### config.mk
export PLATFORM = sky130hd
export DESIGN_NAME = cache_line_mover
export DESIGN_NICKNAME = d
export VERILOG_FILES = /design/src/rtl/cache_line_mover_pkg.sv /design/src/rtl/cache_line_mover.sv
export SDC_FILE = /design/constraint.sdc
export NUM_CORES = 1
export LEC_CHECK = 0
export ABC_AREA = 1
export CORE_MARGIN = 1
export CORE_UTILIZATION = 42
export DETAILED_ROUTE_END_ITERATION = 6
export GPL_ROUTABILITY_DRIVEN = 1
export PLACE_DENSITY = 0.87
export SYNTH_ARGS = -nofsm -noshare
export SYNTH_HDL_FRONTEND = slang
export SYNTH_SLANG_ARGS = --single-unit
### constraint.sdc
create_clock -name clk -period 1.9 [get_ports clk]
set_input_delay 0.38 -clock clk [delete_from_list [all_inputs] [get_ports clk]]
set_output_delay 0.38 -clock clk [all_outputs]
set_load 0.005 [all_outputs]
### src/rtl/cache_line_mover_pkg.sv
// cache_line_mover_pkg
//   Shared definitions for the cache line writeback/refill engine:
//   - state_t      : FSM encoding (IDLE / WB / FILL / DONE)
//   - DEF_*        : default geometry used as parameter defaults by the engine
//   - beat_byte_offset() : byte offset of beat k inside a line, used to build
//                          the MEM_WIDTH/8-aligned beat address
package cache_line_mover_pkg;

    typedef enum logic [1:0] {
        ST_IDLE = 2'd0,
        ST_WB   = 2'd1,
        ST_FILL = 2'd2,
        ST_DONE = 2'd3
    } state_t;

    localparam int DEF_PA_WIDTH   = 32;
    localparam int DEF_BLK_SIZE   = 128;
    localparam int DEF_MEM_WIDTH  = 32;
    localparam int DEF_BO_WIDTH   = 4;
    localparam int DEF_TMO_CYCLES = 255;

    // Byte offset of beat 'beat' within a line for a bus of 'mem_width' bits.
    function automatic int beat_byte_offset(input int beat, input int mem_width);
        return beat * (mem_width / 8);
    endfunction

endpackage

### src/rtl/cache_line_mover.sv
// cache_line_mover
//   Line writeback/refill engine between the cache control FSM and the
//   main-memory bus. On an accepted request it optionally writes the dirty
//   victim line out beat by beat (WB), then reads the missing line beat by
//   beat (FILL), and pulses done for one cycle with the refilled line on
//   fill_data. One transaction outstanding at a time.
//
//   Optional feature macro: CACHE_MEM_TIMEOUT_EN
//     defined   : an 8-bit per-beat ack timeout aborts WB/FILL after
//                 TMO_CYCLES cycles without mem_ack; done and err pulse together.
//     undefined : waits indefinitely for mem_ack; err is tied low.
//
//   Ports
//     clk, rst              clock (posedge) and synchronous active-high reset
//     req_valid/req_ready   request handshake from the control FSM
//     req_wb                victim is dirty: write it back before the refill
//     wb_addr, wb_data      victim line address (offset bits ignored) and data
//     fill_addr             missing line address (offset bits ignored)
//     fill_data             refilled line, valid while done=1, held afterwards
//     done, err             completion pulse; err marks a timeout abort
//     mem_rd_en, mem_wr_en  read / write beat request (never both high)
//     mem_addr, mem_wdata   beat address (MEM_WIDTH/8 aligned) and write data
//     mem_rdata, mem_ack    read data and beat completion from memory
//
//   Handshake: a request transfers on a cycle where req_valid && req_ready;
//   req_ready is high only in IDLE, so req_valid while busy has no effect.
//   A memory beat completes on a cycle where mem_ack is high while its enable
//   is high; the enable, address and data hold until that cycle. mem_ack with
//   no enable high is ignored.
module cache_line_mover
    import cache_line_mover_pkg::*;
#(
    parameter int PA_WIDTH   = DEF_PA_WIDTH,
    parameter int BLK_SIZE   = DEF_BLK_SIZE,
    parameter int MEM_WIDTH  = DEF_MEM_WIDTH,
    parameter int BO_WIDTH   = DEF_BO_WIDTH,
    parameter int TMO_CYCLES = DEF_TMO_CYCLES
) (
    input  logic                 clk,
    input  logic                 rst,
    input  logic                 req_valid,
    output logic                 req_ready,
    input  logic                 req_wb,
    input  logic [PA_WIDTH-1:0]  wb_addr,
    input  logic [BLK_SIZE-1:0]  wb_data,
    input  logic [PA_WIDTH-1:0]  fill_addr,
    output logic [BLK_SIZE-1:0]  fill_data,
    output logic                 done,
    output logic                 err,
    output logic                 mem_rd_en,
    output logic                 mem_wr_en,
    output logic [PA_WIDTH-1:0]  mem_addr,
    output logic [MEM_WIDTH-1:0] mem_wdata,
    input  logic [MEM_WIDTH-1:0] mem_rdata,
    input  logic                 mem_ack
);

    localparam int NBEATS = BLK_SIZE / MEM_WIDTH;
    localparam int BCW    = (NBEATS > 1) ? $clog2(NBEATS) : 1;
    localparam int LAW    = PA_WIDTH - BO_WIDTH;

    state_t               state_q, state_d;
    logic [BCW-1:0]       beat_q, beat_d;
    logic [LAW-1:0]       wb_line_q, fill_line_q;
    logic [BLK_SIZE-1:0]  wb_data_q;
    logic [BLK_SIZE-1:0]  fill_data_q;

    logic                 busy;
    logic                 last_beat;
    logic [LAW-1:0]       line_addr;
    logic [BO_WIDTH-1:0]  beat_off;
    logic                 tmo_hit;

    // Offset bits of the request addresses are not needed: beats are
    // addressed from the line base.
    logic [2*BO_WIDTH-1:0] unused_offset_bits;
    assign unused_offset_bits = {wb_addr[BO_WIDTH-1:0], fill_addr[BO_WIDTH-1:0]};

    assign busy      = (state_q == ST_WB) || (state_q == ST_FILL);
    assign last_beat = (beat_q == BCW'(NBEATS - 1));
    assign line_addr = (state_q == ST_WB) ? wb_line_q : fill_line_q;
    assign beat_off  = BO_WIDTH'(beat_byte_offset(int'(beat_q), MEM_WIDTH));

    assign req_ready = (state_q == ST_IDLE);
    assign done      = (state_q == ST_DONE);
    assign mem_wr_en = (state_q == ST_WB);
    assign mem_rd_en = (state_q == ST_FILL);
    assign mem_addr  = busy ? {line_addr, beat_off} : '0;
    assign mem_wdata = (state_q == ST_WB) ? wb_data_q[beat_q*MEM_WIDTH +: MEM_WIDTH] : '0;
    assign fill_data = fill_data_q;

`ifdef CACHE_MEM_TIMEOUT_EN
    logic [7:0] tmo_q;
    logic       err_q;

    // tmo_q counts cycles spent waiting for the current beat; the abort
    // fires on the TMO_CYCLES-th consecutive cycle without an ack.
    assign tmo_hit = busy && !mem_ack && (tmo_q == 8'(TMO_CYCLES - 1));
    assign err     = err_q;

    always_ff @(posedge clk) begin
        if (rst) begin
            tmo_q <= '0;
            err_q <= 1'b0;
        end else begin
            // tmo_hit always leads into DONE, so err_q is high exactly there.
            err_q <= tmo_hit;
            if (mem_ack || (state_d != state_q)) begin
                tmo_q <= '0;
            end else if (busy) begin
                tmo_q <= tmo_q + 8'd1;
            end
        end
    end
`else
    logic [7:0] unused_tmo_cycles;
    assign unused_tmo_cycles = 8'(TMO_CYCLES);
    assign tmo_hit = 1'b0;
    assign err     = 1'b0;
`endif

    // Next-state and beat counter.
    always_comb begin
        state_d = state_q;
        beat_d  = beat_q;
        case (state_q)
            ST_IDLE: begin
                beat_d = '0;
                if (req_valid) begin
                    state_d = req_wb ? ST_WB : ST_FILL;
                end
            end
            ST_WB: begin
                if (mem_ack) begin
                    if (last_beat) begin
                        state_d = ST_FILL;
                        beat_d  = '0;
                    end else begin
                        beat_d = beat_q + BCW'(1);
                    end
                end
            end
            ST_FILL: begin
                if (mem_ack) begin
                    if (last_beat) begin
                        state_d = ST_DONE;
                        beat_d  = '0;
                    end else begin
                        beat_d = beat_q + BCW'(1);
                    end
                end
            end
            ST_DONE: begin
                state_d = ST_IDLE;
                beat_d  = '0;
            end
            default: begin
                state_d = ST_IDLE;
                beat_d  = '0;
            end
        endcase
        if (tmo_hit) begin
            state_d = ST_DONE;
            beat_d  = '0;
        end
    end

    always_ff @(posedge clk) begin
        if (rst) begin
            state_q     <= ST_IDLE;
            beat_q      <= '0;
            wb_line_q   <= '0;
            fill_line_q <= '0;
            wb_data_q   <= '0;
            fill_data_q <= '0;
        end else begin
            state_q <= state_d;
            beat_q  <= beat_d;
            if ((state_q == ST_IDLE) && req_valid) begin
                wb_line_q   <= wb_addr[PA_WIDTH-1:BO_WIDTH];
                fill_line_q <= fill_addr[PA_WIDTH-1:BO_WIDTH];
                wb_data_q   <= wb_data;
            end
            if ((state_q == ST_FILL) && mem_ack) begin
                fill_data_q[beat_q*MEM_WIDTH +: MEM_WIDTH] <= mem_rdata;
            end
        end
    end

endmodule

==> metrics <==
run status finished, violations left; failing checks negative setup slack; Worst R2R Path Depth 10; via count 15270; largest net degree at the start of global routing 118; #FFs+latches synth 316; dpl hpwl 29.51 mm; Placer Congestion 0.9279; TritonCTS clock tree built; reg2reg setup slack -0.14 ns; Synth cell types 28; RSZ-0062 raised after global routing yes; initial antenna violation count 3; Max-Cap Viols 0; die span in y 178.3 um; setup violators final 114; post-DR wirelength/cell 20.02 um; hold crit path type primary input to flip-flop; RR Startpoint beat_q[0]; core area 30590 um^2; Synth Area per Inst 7.102 um^2; num rows 64; Leak 8.313 nW; crit path kind flip-flop to output port; register area share after synthesis 0.4846; CTS H-tree depth 2; Worst Path Arrival 1.90 ns; EDFF count, synth 0; worst vdd ir 0.8534 mV; Critical Path Sink Type output port; Slew Viols, Final 0; required time worst endpoint 1.52 ns; # hold bufs at CTS 0; Die Span X 178.3 um; slowest stage delay, CP 0.34 ns; crit path max fanout 6; clock tree buffer depth 3; worst path cell trace inv_4 > buf_6 > ha_4 > inv_8 > buf_12 > buf_8 > buf_6 > a21oi_2 > buf_2; DR iter-0 viols 1426; Slew Limit Headroom 0.5450; Critical R2R Capture fill_data[64]; clock transition at the registers of the reported paths 0.06 ns; worst setup path endpoint mem_wdata[16]; Starting Density 0.4267; clock sinks 316; CTS root buffer clkbuf_16; fin crit share 1.201; Fin Clk Skew 0.01301 ns; TritonCTS Buffers 34; CP max stage cell dfxtp_2; layout cells sized above 1 0.2149; I/O Pins 426; WL final 54.36 mm; Post-Synthesis Cell Area 13050 um^2; Fin Hold WS 0.4142 ns; Post-DP Area 17850 um^2; final net count 2536; grt total ovfl 0; first-pass GRT wire length 74.55 mm; Final Total Pwr 25.93 mW; synth cell count leaders nor2_1, dfxtp_1, o21ai_0, nand2_1, a21oi_1; vias in the first global route 14183; Power per Cell Area 1231 nW/um^2; Cells after Synth 1838; worst-margin pin slew 0.6825 ns; Layout Utilization 0.6886; beginning of the critical path state_q[1]; final hold vios 0; fill count 2125; PortBufs 414; die area 31790 um^2; number of detailed-route iterations in the first pass 6; fmax 0.4381 GHz; Syn-to-layout area delta 61.37%; asr flop ratio synth 0; most used cell, CP buf_6; final worst slack -0.3825 ns; count leader, synth nor2_1; Yosys top cell by area dfxtp_1; Yosys top cell area share 0.4846; fin crit period 2.283 ns; DRC 0; setup TNS -20.76 ns; Skew-Pair Late Insertion Delay 0.51 ns; Routed Antenna Nets 0; Final Cell Area 21070 um^2; GRT Util Overall 0.3021; YS warnings 0; Area contributors post-synth dfxtp_1, nor2_1, o21ai_0; vias per inst 5.624; startpoint types flip-flop; Top FF cell, synth dfxtp_1
==> cell usage in the layout, fill, tap and decap left out, types with 14 or more instances in the layout <==
master and n:
buf_6 32, a21oi_1 79, o21ai_2 34, nand3_1 32, clkdlybuf4s50_1 347, inv_1 37
nand2_2 14, dfxtp_1 312, nor2_2 31, buf_12 39, buf_2 61, clkbuf_16 42
nand2_1 208, o21ai_0 180, a21oi_2 73, buf_4 52, nor2_4 14, buf_16 14
nand4_1 20, o21ai_1 73, nor2_1 516
==> per-layer routing <==
layer / global-route usage / share of wire / up-vias
li1: - / - / 6875
met5: 0 / 0.00046 / -
met1: 0.3291 / 0.34 / 7022
met4: 0.1882 / 0.066 / 4
met3: 0.07353 / 0.11 / 303
met2: 0.5261 / 0.48 / 1066
==> how the worst min path moves through the flow <==
stage	end	slack (ns)	startpoint	cells after the start
floorplan	wb_data_q[100]	0.45	wb_data_q[100]	2
global placement	fill_data[80]	0.45	fill_data[80]	2
detailed placement	fill_data[106]	0.45	fill_data[106]	2
CTS	fill_line_q[19]	0.39	rst	5
global route	wb_line_q[18]	0.43	rst	5
finish	wb_line_q[18]	0.41	rst	5
==> worst max-delay path: cells and delay by family (launching register included) <==
kind,cells,cell delay [ns]
adder cells (fa/ha/maj),1,0.18
AO/OA/AOI/OAI,1,0.12
buffers and inverters,7,0.75
flip-flops,1,0.34
==> report_power, final <==
group	internal [mW]	switching, mW	leakage (nW)
Combinational	5.07	6.07	5.20
Sequential	7.70	0.719	2.59
Clock	3.63	2.75	0.520
Total	16.4	9.53	8.31
==> logic make-up after synthesis <==
kind of cell	Yosys count	share of synthesized area
simple gates	860	0.2615
compound gates	454	0.1744
flops	316	0.4846
buf+inv	196	0.06872
fa+ha+maj	11	0.01054
other cells	1	0.0002873
==> registers in the layout, summed over array words and instances (netlist names) <==
name         flops
fill_data      128
wb_data_q      128
fill_line_q     28
wb_line_q       28
beat_q           2
state_q          2
==> per-stage QoR <==
stage,worst slack (ns),cells
after floorplan,0.02277,1840
after global placement,-0.1690,2569
after detailed placement,-0.1800,2569
after CTS,-0.3944,2689
after global routing,-0.4818,2714
final,-0.3825,2715
==> final cells by class <==
cell class	count	area, um^2	area share
Clock inverter	10	80.08	0.003801
Tap cell	396	495.5	0.02352
Clock buffer	47	979.7	0.04651
Sequential cell	316	6336	0.3008
Multi-Input combinational cell	1328	6789	0.3223
Inverter	50	235.2	0.01117
Timing Repair Buffer	566	6145	0.2917
Antenna cell	2	5.005	0.0002376
==> what timing repair did <==
item,4_1_cts,5_1_grt
pin swaps,53,57
setup endpoints to repair,121,174
gates cloned,22,9
resized for setup,500,169
buffers inserted,43,21
Power figures use the tool's default switching activity.
